<file path="config.mk">
export PLATFORM = sky130hd
export DESIGN_NAME = pcileech_tlps128_sink_arb_rr
export DESIGN_NICKNAME = d
export VERILOG_FILES = /design/src/rtl/pcileech_tlps128_sink_arb_rr_pkg.sv /design/src/rtl/pcileech_tlps128_sink_arb_rr_pick.sv /design/src/rtl/pcileech_tlps128_sink_arb_rr.sv
export SDC_FILE = /design/constraint.sdc
export NUM_CORES = 1
export LEC_CHECK = 0
export BUFFER_PORTS_ARGS = -buffer_cell sky130_fd_sc_hd__buf_2
export CORE_AREA = 2 2 285 287
export DETAILED_ROUTE_END_ITERATION = 8
export DIE_AREA = 0 0 287 289
export HOLD_SLACK_MARGIN = 0.1
export SYNTH_ARGS = -nofsm -noshare
export SYNTH_HDL_FRONTEND = slang
export SYNTH_SLANG_ARGS = --single-unit
</file>
<file path="constraint.sdc">
create_clock -name clk_pcie -period 4.55 [get_ports clk_pcie]
set_input_delay 0.455 -clock clk_pcie [delete_from_list [all_inputs] [get_ports clk_pcie]]
set_output_delay 0.455 -clock clk_pcie [all_outputs]
set_load 0.01 [all_outputs]
</file>
<file path="src/rtl/pcileech_tlps128_sink_arb_rr_pkg.sv">
// Shared types and helpers for the TLP TX sink arbiter.
// Holds the FSM state type, the TLP stream field widths and the
// priority/round-robin pick function used by pcileech_rr_pick.
package pcileech_tlps_arb_pkg;

    localparam int TLP_DATA_W    = 128;
    localparam int TLP_KEEP_W    = 4;
    localparam int TLP_USER_W    = 9;

    // The pick function works on a fixed maximum width; callers zero-extend.
    localparam int ARB_MAX_SRC   = 8;
    localparam int ARB_IDX_MAX_W = 3;

    typedef enum logic [0:0] {ARB_IDLE, ARB_BUSY} arb_state_t;

    typedef struct packed {
        logic                     found;
        logic [ARB_IDX_MAX_W-1:0] idx;
    } rr_pick_t;

    // Lowest-index requester in prio_mask wins outright. Otherwise the first
    // non-prio requester after ptr wins, wrapping explicitly modulo nsrc.
    function automatic rr_pick_t rr_next(
        input logic [ARB_MAX_SRC-1:0]   req,
        input logic [ARB_MAX_SRC-1:0]   prio_mask,
        input logic [ARB_IDX_MAX_W-1:0] ptr,
        input int                       nsrc
    );
        rr_pick_t                 r;
        int                       j;
        logic [ARB_IDX_MAX_W-1:0] sel;
        r = '0;
        // Descending scan so the lowest index is the last one written.
        for (int i = ARB_MAX_SRC - 1; i >= 0; i--) begin
            sel = ARB_IDX_MAX_W'(i);
            if (i < nsrc && req[sel] && prio_mask[sel]) begin
                r.found = 1'b1;
                r.idx   = sel;
            end
        end
        if (!r.found) begin
            // Descending distance so the nearest slot after ptr wins.
            for (int k = ARB_MAX_SRC; k >= 1; k--) begin
                j = int'(ptr) + k;
                if (j >= nsrc) j = j - nsrc;
                sel = ARB_IDX_MAX_W'(j);
                if (k <= nsrc && j < nsrc && req[sel] && !prio_mask[sel]) begin
                    r.found = 1'b1;
                    r.idx   = sel;
                end
            end
        end
        return r;
    endfunction

endpackage

</file>
<file path="src/rtl/pcileech_tlps128_sink_arb_rr_pick.sv">
// Combinational strict-priority + rotating-priority encoder.
// Returns the index of the source that should own the TX stream next.
module pcileech_rr_pick
    import pcileech_tlps_arb_pkg::*;
#(
    parameter int NUM_SRC = 4,
    parameter int IDX_W   = 2
) (
    input  logic [NUM_SRC-1:0] req,
    input  logic [NUM_SRC-1:0] prio_mask,
    input  logic [IDX_W-1:0]   ptr,
    output logic [IDX_W-1:0]   idx,
    output logic               found
);

    rr_pick_t w_res;

    assign w_res = rr_next(ARB_MAX_SRC'(req), ARB_MAX_SRC'(prio_mask),
                           ARB_IDX_MAX_W'(ptr), NUM_SRC);
    assign idx   = IDX_W'(w_res.idx);
    assign found = w_res.found;

endmodule

</file>
<file path="src/rtl/pcileech_tlps128_sink_arb_rr.sv">
// Packet-granular TLP AXI-stream arbiter on the PCIe TX path.
// Strict priority for PRIO_MASK sources, round-robin among the rest; a grant
// is held from the first beat through tlast and re-picked with no bubble.
// Optional stall watchdog: define PCILEECH_TLPS_ARB_WDOG_EN.
module pcileech_tlps128_sink_arb_rr
    import pcileech_tlps_arb_pkg::*;
#(
    parameter int                 NUM_SRC     = 4,
    parameter logic [NUM_SRC-1:0] PRIO_MASK   = NUM_SRC'(1),
    parameter int                 WDOG_CYCLES = 1024
) (
    input  logic                          clk_pcie,
    input  logic                          rst,
    input  logic [NUM_SRC-1:0]            in_has_data,
    input  logic [NUM_SRC-1:0]            in_tvalid,
    input  logic [NUM_SRC-1:0]            in_tlast,
    input  logic [NUM_SRC*TLP_DATA_W-1:0] in_tdata,
    input  logic [NUM_SRC*TLP_KEEP_W-1:0] in_tkeepdw,
    input  logic [NUM_SRC*TLP_USER_W-1:0] in_tuser,
    output logic [NUM_SRC-1:0]            in_tready,
    output logic                          out_tvalid,
    output logic                          out_tlast,
    output logic [TLP_DATA_W-1:0]         out_tdata,
    output logic [TLP_KEEP_W-1:0]         out_tkeepdw,
    output logic [TLP_USER_W-1:0]         out_tuser,
    output logic                          out_has_data,
    input  logic                          out_tready,
    output logic [$clog2(NUM_SRC)-1:0]    grant_id,
    output logic                          busy,
    output logic                          wdog_err
);

    localparam int IDX_W = $clog2(NUM_SRC);

    if (NUM_SRC < 2 || NUM_SRC > ARB_MAX_SRC || WDOG_CYCLES < 2) begin : g_bad_param
        $error("pcileech_tlps128_sink_arb_rr: unsupported NUM_SRC/WDOG_CYCLES");
    end

    arb_state_t       r_state;
    logic [IDX_W-1:0] r_grant_id;
    logic [IDX_W-1:0] r_rr_ptr;
    logic [IDX_W-1:0] w_ptr_next;
    logic [IDX_W-1:0] w_pick_idx;
    logic             w_pick_found;
    logic             w_busy;
    logic             w_xfer;
    logic             w_pkt_end;
    logic             w_release;
    logic             w_wdog_fire;

    logic [TLP_DATA_W-1:0] w_data [NUM_SRC];
    logic [TLP_KEEP_W-1:0] w_keep [NUM_SRC];
    logic [TLP_USER_W-1:0] w_user [NUM_SRC];

    for (genvar g = 0; g < NUM_SRC; g++) begin : g_unpack
        assign w_data[g] = in_tdata[g*TLP_DATA_W +: TLP_DATA_W];
        assign w_keep[g] = in_tkeepdw[g*TLP_KEEP_W +: TLP_KEEP_W];
        assign w_user[g] = in_tuser[g*TLP_USER_W +: TLP_USER_W];
    end

    assign w_busy       = (r_state == ARB_BUSY);
    assign busy         = w_busy;
    assign grant_id     = r_grant_id;
    assign out_has_data = |in_has_data;

    // Route the granted source to the core; everything is zero while idle.
    always_comb begin
        out_tvalid  = 1'b0;
        out_tlast   = 1'b0;
        out_tdata   = '0;
        out_tkeepdw = '0;
        out_tuser   = '0;
        in_tready   = '0;
        if (w_busy) begin
            out_tvalid            = in_tvalid[r_grant_id];
            out_tlast             = in_tlast[r_grant_id];
            out_tdata             = w_data[r_grant_id];
            out_tkeepdw           = w_keep[r_grant_id];
            out_tuser             = w_user[r_grant_id];
            in_tready[r_grant_id] = out_tready;
        end
    end

    assign w_xfer    = out_tvalid && out_tready;
    assign w_pkt_end = w_xfer && out_tlast;
    assign w_release = w_pkt_end || w_wdog_fire;

    // Pointer advances past a finished non-prio owner before the same-cycle
    // re-pick, so the next RR candidate is the one after it.
    assign w_ptr_next = (w_release && !PRIO_MASK[r_grant_id]) ? r_grant_id : r_rr_ptr;

    pcileech_rr_pick #(
        .NUM_SRC (NUM_SRC),
        .IDX_W   (IDX_W)
    ) u_pick (
        .req       (in_has_data),
        .prio_mask (PRIO_MASK),
        .ptr       (w_ptr_next),
        .idx       (w_pick_idx),
        .found     (w_pick_found)
    );

`ifdef PCILEECH_TLPS_ARB_WDOG_EN
    localparam int CNT_W = $clog2(WDOG_CYCLES);

    logic [CNT_W-1:0] r_stall_cnt;
    logic             r_wdog_err;

    // Fires on the WDOG_CYCLES-th consecutive cycle the owner has no beat.
    assign w_wdog_fire = w_busy && !in_tvalid[r_grant_id] &&
                         (r_stall_cnt == CNT_W'(WDOG_CYCLES - 1));
    assign wdog_err    = r_wdog_err;

    // Count owner stalls; sink backpressure holds the count, beats clear it.
    always_ff @(posedge clk_pcie) begin
        if (rst || !w_busy || w_xfer || w_wdog_fire)
            r_stall_cnt <= '0;
        else if (!in_tvalid[r_grant_id])
            r_stall_cnt <= r_stall_cnt + 1'b1;
    end

    // One-cycle error pulse on forced release.
    always_ff @(posedge clk_pcie) begin
        if (rst) r_wdog_err <= 1'b0;
        else     r_wdog_err <= w_wdog_fire;
    end
`else
    assign w_wdog_fire = 1'b0;
    assign wdog_err    = 1'b0;
`endif

    // Grant FSM: one bubble out of IDLE, back-to-back re-grant on tlast.
    always_ff @(posedge clk_pcie) begin
        if (rst) begin
            r_state    <= ARB_IDLE;
            r_grant_id <= '0;
            r_rr_ptr   <= IDX_W'(NUM_SRC - 1);
        end else begin
            r_rr_ptr <= w_ptr_next;
            case (r_state)
                ARB_IDLE: begin
                    if (w_pick_found) begin
                        r_grant_id <= w_pick_idx;
                        r_state    <= ARB_BUSY;
                    end
                end
                ARB_BUSY: begin
                    if (w_wdog_fire) begin
                        r_state <= ARB_IDLE;
                    end else if (w_pkt_end) begin
                        if (w_pick_found) r_grant_id <= w_pick_idx;
                        else              r_state    <= ARB_IDLE;
                    end
                end
                default: r_state <= ARB_IDLE;
            endcase
        end
    end

endmodule

</file>
==> flow_summary.yaml, run 1 <==
worst_setup_path:
  path_common_cell: "buf_4"
  path_buf_inv: 3
  crit_type: "reg -> out"
  critPathSlowestCell: "buf_4"
  path_cells: "buf_4 -> buf_4 -> mux4_2 -> and2_1 -> buf_2"
  endpoint_kind: "primary output"
  cp-start-kind: "flip-flop"
  arrival_ns: 2.80
  crit_path_max_fanout: 63
  critical_path.startpoint: "grant_id[1]"
  required_ns: 4.09
  slowest_delay_ns: 0.71
  r2r_start: "busy"
  cp_top_family: "buffers and inverters"
timing:
  final_max_slew_viol_count: 0
  finalCritPeriodShare_pct: 71.5
  worstMarginPinSlew_ns: 0.911
  max_freq_mhz: 307
  slew_headroom_pct: 39.3
  hold_viol_final: 0
  setup_slack_ns: 1.30
  finalSetupTns_ns: 0
  finalSetupViolCount: 0
  skew_ns: 0.00215
  fin_crit_ns: 3.25
  rsz0062_at_grt: "false"
routing:
  drc: 0
  wirelength_microns: 51300
  ant_nets: 0
  firstDrtPassIters: 4
  wl_per_cell_microns: 23.2
  viasPerCell: 3.43
  vias: 7598
  first_iter_violations: 310
finish:
  multiInputGateArea_sq_um: 4800
  instances_no_fill: 2212
  nets: 1721
  areaGrowthSynthToFinish_pct: 95.9
  seqCellArea_sq_um: 111
  drive_gt1_share_pct: 78.7
  fillers: 9234
  finalInstanceArea_sq_um: 10100
yosys:
  synth_flop_cell: "dfxtp_1"
  yosysTopAreaCellShare_pct: 62.4
  ys_types: 48
  synth_area_per_cell_sq_um: 11.6
  ys_async_sr_fraction_pct: 0
  synth_area_leaders: "mux4_2 (62%), and2_1 (18%), clkbuf_1 (2.3%)"
  yosys-top-cells-count: "and2_1 (145), mux4_2 (143), clkbuf_1 (31)"
  ys_ff_latch: 5
  ys.warnings.count: 0
  yosysTopAreaCell: "mux4_2"
  synthesis.area_sq_um: 5160
  synth_edf_count: 0
  postSynthCellCount: 446
  synth_fp_nets: 1033
  yosysSeqAreaShare_pct: 1.94
  synthMostInstantiatedCell: "and2_1"
placed_design:
  dp_slack_ns: 1.26
  port_buffers: 729
  hpwl_microns: 46600
  place_inst: 2189
  place_area_sq_um: 9980
  place_congestion: 0.974
floorplan:
  die_y_microns: 289
  die_area_sq_um: 82900
  initial_utilization_pct: 6.46
  io_pins: 731
  coreArea_sq_um: 79900
  die_x_microns: 287
  rows: 104
worst_hold_path:
  hp-start: "rst"
  hp-class: "in -> reg"
pwr:
  p_per_area_nw_per_um2: 123
  power_mw: 1.24
  ir_drop_mv: 0.0691
  p_leak_nw: 4.54
clock_tree:
  insertion_delay_ns: 0.23
  cts_resized: 0
  postCtsHoldBufs: 0
  post-cts-setup-buffers: 0
  root_buffer: "clkbuf_16"
  cts_tree: "yes"
  clkSinkCount: 5
  cts_buffers: 3
  clockBufferDepth: 2
  htreeDepth: 1
  path_clk_slew_ns: 0.03
run:
  cap_violations: 0
grt:
  grt_antenna_before_repair: 51
  grt_pass1_wl_microns: 64100
  gr-usage-all-layers_pct: 11.4
  grt_max_degree: 88
  grt_pass1_vias: 7757
  grt_overflow: 0
status:
  outcome: "finished clean"
==> per-layer routing <==
layer  GRT usage (%)  share of wire (%)  vias up
li1                -                  -     3216
met1            13.4                 38     3653
met2            18.9                 46      619
met3            4.72                 12       96
met4            3.46                3.4       14
met5               0               0.19        -
==> metrics by stage <==
step / hold slack, ns / utilization, %
detailed placement: 0.661 / 12.5
finish: 0.437 / 12.7
global placement: 0.662 / 12.5
floorplan: 0.524 / -
global route: 0.452 / 12.6
CTS: 0.437 / 12.6
==> area by class of cell <==
cell class | instances | area share (%)
clock buffers | 4 | 0.780
well taps | 1060 | 13.1
diodes | 19 | 0.470
repair buffers | 737 | 36.8
inverters | 5 | 0.186
flip-flops and latches | 5 | 1.10
multi-input cells | 382 | 47.5
==> cells in the final DEF (no fill, tap or decap), drive strengths merged, types with 3 or more instances in the layout <==
master	Yosys	final
ha	8	8
nand2	10	10
diode	0	19
a21oi	3	3
and3	3	3
o21ai	6	6
clkbuf	31	4
nor2	8	8
mux2i	6	6
buf	23	737
mux4	143	143
inv	5	5
nor3b	3	3
and2	146	146
a211oi	4	4
nor3	4	4
nand3	7	7
o21a	4	4
nand4	4	4
dfxtp	5	5
==> kinds of logic (layout without fill, tap and decap cells) <==
| group | Yosys count | count (layout) | synth area share, % |
|---|---|---|---|
| other | 1 | 20 | 0.0727 |
| buffers and inverters | 59 | 746 | 4.97 |
| muxes | 149 | 149 | 63.6 |
| AOI/OAI and AO/OA | 29 | 29 | 4.24 |
| DFF | 5 | 5 | 1.94 |
| adders and majority gates | 8 | 8 | 1.94 |
| and+or+nand+nor | 195 | 195 | 23.3 |
==> state kept, by name, indices dropped and copies added (netlist names) <==
register,count
busy,1
r_rr_ptr,2
grant_id,2
==> worst register-to-register path, delay by kind of cell (launching register included) <==
kind	cells	cell delay, ns
muxes	1	0.19
AOI/OAI and AO/OA	4	0.89
adders and majority gates	1	0.37
buffers and inverters	1	0.50
DFF	1	0.33
and+or+nand+nor	5	0.83
==> power by group <==
group,switching (mW),internal [mW]
Clock,0.0288,0.116
Combinational,0.501,0.541
Sequential,0.00818,0.0456
Total,0.538,0.703
==> path summary, 6_finish.rpt <==
kind,end,slack (ns),cells after the start
worst max-delay path,out_tdata[52],1.30,5
worst min-delay path,busy,0.44,2
worst min register to register,grant_id[0],0.77,2
worst max register to register,grant_id[1],1.33,12
No activity file was read; power rests on OpenSTA's default activity.
==> run 2: changes to the inputs <==
--- a/config.mk
+++ b/config.mk
@@ -6,9 +6,9 @@
 export NUM_CORES = 1
 export LEC_CHECK = 0
 export BUFFER_PORTS_ARGS = -buffer_cell sky130_fd_sc_hd__buf_2
-export CORE_AREA = 2 2 285 287
+export CORE_AREA = 2 2 283 285
 export DETAILED_ROUTE_END_ITERATION = 8
-export DIE_AREA = 0 0 287 289
+export DIE_AREA = 0 0 285 287
 export HOLD_SLACK_MARGIN = 0.1
 export SYNTH_ARGS = -nofsm -noshare
 export SYNTH_HDL_FRONTEND = slang
==> constraint.sdc (replaced) <==
create_clock -name clk_pcie -period 2.9 [get_ports clk_pcie]
set_input_delay 0.29 -clock clk_pcie [delete_from_list [all_inputs] [get_ports clk_pcie]]
set_output_delay 0.29 -clock clk_pcie [all_outputs]
set_load 0.01 [all_outputs]
==> run 2 against run 1 <==
  * Die area fell by 1.4%
  * Critical path depth did not move
  * First-iteration DRC count rose by 30%
  * Clock power rose by 55%
  * Wire length rose by 14%
  * Global-route usage rose by 1.9 points
  * Hold slack got worse by 0.16 ns
  * Register-to-register slack got worse by 1.2 ns
  * Flip-flop and latch count did not move
  * Cell area rose by 1.0%
  * Clock skew fell by 0.0019 ns
==> flow_summary.yaml, run 2 (same netlist as run 1, synthesis figures left out) <==
floorplan:
  io_pins: 731
  rows: 103
  die_y_microns: 287
  initial_utilization_pct: 6.56
  coreArea_sq_um: 78600
  die_x_microns: 285
  die_area_sq_um: 81800
timing:
  finalSetupViolCount: 0
  max_freq_mhz: 364
  skew_ns: 0.000285
  worstMarginPinSlew_ns: 0.820
  finalSetupTns_ns: 0
  finalCritPeriodShare_pct: 94.9
  rsz0062_at_grt: "false"
  fin_crit_ns: 2.75
  setup_slack_ns: 0.149
  slew_headroom_pct: 45.3
  final_max_slew_viol_count: 0
  hold_viol_final: 0
finish:
  drive_gt1_share_pct: 79.0
  nets: 1726
  multiInputGateArea_sq_um: 4810
  mostFrequentLayoutCell: "buf_2"
  fillers: 9065
  seqCellArea_sq_um: 111
  areaGrowthSynthToFinish_pct: 97.8
  most-common-layout-cells: "buf_2 (729), and2_1 (145), mux4_2 (143)"
  utilization_pct: 13.0
grt:
  grt_overflow: 0
  grt_pass1_vias: 7773
  gr-usage-all-layers_pct: 13.3
  grt_pass1_wl_microns: 72300
  grt_max_degree: 80
  grt_antenna_before_repair: 85
worst_setup_path:
  reg2reg_depth: 10
  cp-start-kind: "flip-flop"
  crit_type: "reg -> out"
  rrSetupSlack_ns: 0.15
  arrival_ns: 2.46
  required_ns: 2.61
  endpoint_kind: "primary output"
  r2r_start: "grant_id[1]"
  rr_endpoint: "grant_id[1]"
  crit_path_max_fanout: 41
pwr:
  p_per_area_nw_per_um2: 188
  p_leak_nw: 4.57
  ir_drop_mv: 0.249
placed_design:
  port_buffers: 729
  place_congestion: 0.926
  hpwl_microns: 53800
  dp_slack_ns: 0.0515
routing:
  met3_length_microns: 9290
  wl_met2_microns: 24600
  firstDrtPassIters: 5
  highest-signal-layer: "met5"
  wl_met1_microns: 21200
  first_iter_violations: 403
  viasPerCell: 3.50
  wl_per_cell_microns: 26.3
  ant_nets: 0
  wirelength_microns: 58500
  vias: 7788
  drc: 0
clock_tree:
  root_buffer: "clkbuf_16"
  clockBufferDepth: 2
  postCtsHoldBufs: 0
  clkSinkCount: 5
  cts_tree: "yes"
  htreeDepth: 1
  cts_buffers: 3
  insertion_delay_ns: 0.22
  path_clk_slew_ns: 0.03
worst_hold_path:
  hold_path_depth: 2
  hp-start: "rst"
  hp-class: "in -> reg"
  min_to: "busy"
status:
  outcome: "finished clean"
run:
  cap_violations: 0
==> run 2: cell count changes in the layout (fill, tap and decap cells not counted), sizes merged <==
cell,before,now
diode,19,36
buf,737,742
==> run 2: cell type report <==
class	count	area share [%]
antenna	36	0.882
tap	1050	12.9
timing repair buffer	742	37.1
inverter	5	0.184
clock buffer	4	0.772
multi-input combinational	382	47.1
sequential	5	1.09
==> run 2: worst max-delay path by stage <==
stage / start / to / cells past startpoint / slack (ns)
final: grant_id[1] / out_tdata[17] / 5 / 0.15
after global routing: grant_id[1] / grant_id[0] / 13 / 0.002
after CTS: grant_id[0] / grant_id[1] / 11 / 0.12
after detailed placement: out_tready / grant_id[1] / 12 / 0.05
after global placement: out_tready / grant_id[1] / 12 / 0.09
after floorplan: grant_id[0] / grant_id[1] / 14 / 0.07
==> run 2: power breakdown <==
part           internal, mW  switching (mW)  total [mW]
clock                 0.182          0.0430       0.225
combinational         0.851           0.760        1.61
sequential           0.0715         0.00792      0.0794
==> run 2: per-layer routing <==
| layer | GRT usage, % | vias up |
|---|---|---|
| met5 | 0 | - |
| met1 | 15.1 | 3702 |
| met2 | 20.3 | 633 |
| li1 | - | 3251 |
| met4 | 5.47 | 52 |
| met3 | 8.06 | 150 |
==> run 2: worst max-delay path, cell delays in order, from the launching register on <==
cell and delay (ns):
dfxtp_4 0.46, buf_4 0.36, buf_4 0.55, mux4_2 0.41, and2_1 0.20, buf_2 0.15
==> run 2: through the flow <==
step	power (mW)	instances	hold slack [ns]	instance area [sq um]
global placement	1.69	2184	0.499	10000
floorplan	0.847	446	0.359	5160
finish	1.92	2224	0.275	10200
global route	2.04	2205	0.276	10200
CTS	1.94	2188	0.268	10100
detailed placement	1.71	2184	0.500	10000
==> run 2: timing repair <==
item | in CTS | in global routing
buffers inserted | 0 | 0
resized for setup | 0 | 3
endpoints found under the setup margin | 0 | 1
==> run 3: changes to the inputs <==
--- a/config.mk
+++ b/config.mk
@@ -10,6 +10,8 @@
 export DETAILED_ROUTE_END_ITERATION = 8
 export DIE_AREA = 0 0 285 287
 export HOLD_SLACK_MARGIN = 0.1
+export MAX_ROUTING_LAYER = met4
+export SLEW_MARGIN = 20
 export SYNTH_ARGS = -nofsm -noshare
 export SYNTH_HDL_FRONTEND = slang
 export SYNTH_SLANG_ARGS = --single-unit
==> run 3 against run 2 <==
  * Worst setup slack worse by 0.00055 ns
  * Utilization is 0.11 points higher
  * Non-clock buffer count is 2 higher
  * Flip-flop and latch count unchanged
  * Power up 0.20%
  * Sequential power down 0.9%
  * First-iteration DRC count increased by 12%
  * Largest power group unchanged
==> flow_summary.yaml, run 3 (same netlist as run 1, synthesis figures left out) <==
finish:
  mostFrequentLayoutCell: "buf_2"
  drive_gt1_share_pct: 79.2
  areaGrowthSynthToFinish_pct: 99.5
  nets: 1728
  most-common-layout-cells: "buf_2 (729), and2_1 (145), mux4_2 (143)"
floorplan:
  coreArea_sq_um: 78600
  die_area_sq_um: 81800
  die_x_microns: 285
  initial_utilization_pct: 6.56
  io_pins: 731
  die_y_microns: 287
  rows: 103
routing:
  viasPerCell: 3.45
  vias: 7753
  drc: 0
  ant_nets: 0
  first_iter_violations: 453
  wl_per_cell_microns: 26.3
  firstDrtPassIters: 5
  wirelength_microns: 59000
timing:
  hold_viol_final: 0
  finalSetupViolCount: 0
  final_max_slew_viol_count: 0
  rsz0062_at_grt: "false"
  worstMarginPinSlew_ns: 0.791
  finalCritPeriodShare_pct: 94.9
  slew_headroom_pct: 47.3
  whs_ns: 0.285
  finalSetupTns_ns: 0
  fin_crit_ns: 2.75
  max_freq_mhz: 363
  skew_ns: 0.000715
clock_tree:
  clkSinkCount: 5
  postCtsHoldBufs: 0
  post-cts-setup-buffers: 0
  root_buffer: "clkbuf_16"
  cts_buffers: 3
  path_clk_slew_ns: 0.03
  clockBufferDepth: 2
  htreeDepth: 1
  cts_tree: "yes"
  insertion_delay_ns: 0.23
worst_setup_path:
  endpoint_kind: "primary output"
  rrSetupSlack_ns: 0.21
  crit_type: "reg -> out"
  crit_path_max_fanout: 40
  cp-start-kind: "flip-flop"
  required_ns: 2.61
  arrival_ns: 2.46
grt:
  grt_pass1_vias: 7894
  grt_overflow: 0
  grt_antenna_before_repair: 80
  grt_max_degree: 79
  gr-usage-all-layers_pct: 13.8
  grt_pass1_wl_microns: 73100
worst_hold_path:
  hp-class: "in -> reg"
pwr:
  p_leak_nw: 4.58
  p_per_area_nw_per_um2: 186
  ir_drop_mv: 0.238
status:
  outcome: "finished clean"
placed_design:
  hpwl_microns: 54100
  place_congestion: 0.962
  port_buffers: 729
run:
  cap_violations: 0
## run 3: changes by cell type in the layout (fill, tap and decap cells not counted), sizes merged
cell and delta:
diode +20, buf +2
## run 3: repair_timing
| item | in CTS | in global routing |
|---|---|---|
| gates resized for setup | 0 | 6 |
| hold endpoints to repair | 0 | 0 |
| setup endpoints to repair | 0 | 1 |
## run 3: routing by layer
layer  GRT usage [%]  up-vias  routed length (microns)
met5               -        -                        0
met4            4.61        0                     2440
met3            7.83       95                     8970
met2            20.9      611                    25400
met1            15.3     3761                    22200
li1                -     3286                        -
## run 3: layout make-up
| type | instances | area, sq um |
|---|---|---|
| Antenna cell | 56 | 140 |
| Fill cell | 9096 | 68300 |
| Clock buffer | 4 | 78.8 |
| Tap cell | 1050 | 1310 |
| Multi-Input combinational cell | 382 | 4830 |
| Sequential cell | 5 | 111 |
| Inverter | 5 | 18.8 |
| Timing Repair Buffer | 744 | 3800 |
## run 3: through the flow
step                      power, mW  std cells  util [%]  setup slack [ns]  cell area [sq um]
after floorplan               0.847        446         -            0.0663               5160
after global placement         1.70       2186      12.8             0.129              10000
after detailed placement       1.71       2186      12.8             0.104              10000
after CTS                      1.95       2190      12.9             0.148              10100
after global routing           2.04       2239      13.1          0.000620              10300
final                          1.92       2246      13.1             0.148              10300
## run 3: critical path, stage by stage (launching register included)
cell	delay [ns]
dfxtp_4	0.42
buf_4	0.40
buf_4	0.56
mux4_2	0.40
and2_1	0.20
buf_2	0.15
## run 3: path summary, 6_finish.rpt
| kind | from | endpoint | cells after the start |
|---|---|---|---|
| worst max register to register | grant_id[0] | grant_id[1] | 13 |
| worst min register to register | grant_id[0] | grant_id[0] | 3 |
| worst max-delay path | grant_id[1] | out_tdata[17] | 5 |
| worst min-delay path | rst | busy | 2 |
## run 3: power breakdown
part           switching (mW)  internal (mW)  leakage, nW
clock network          0.0428          0.182       0.0385
registers             0.00718         0.0715       0.0428
logic                   0.762          0.853         4.50
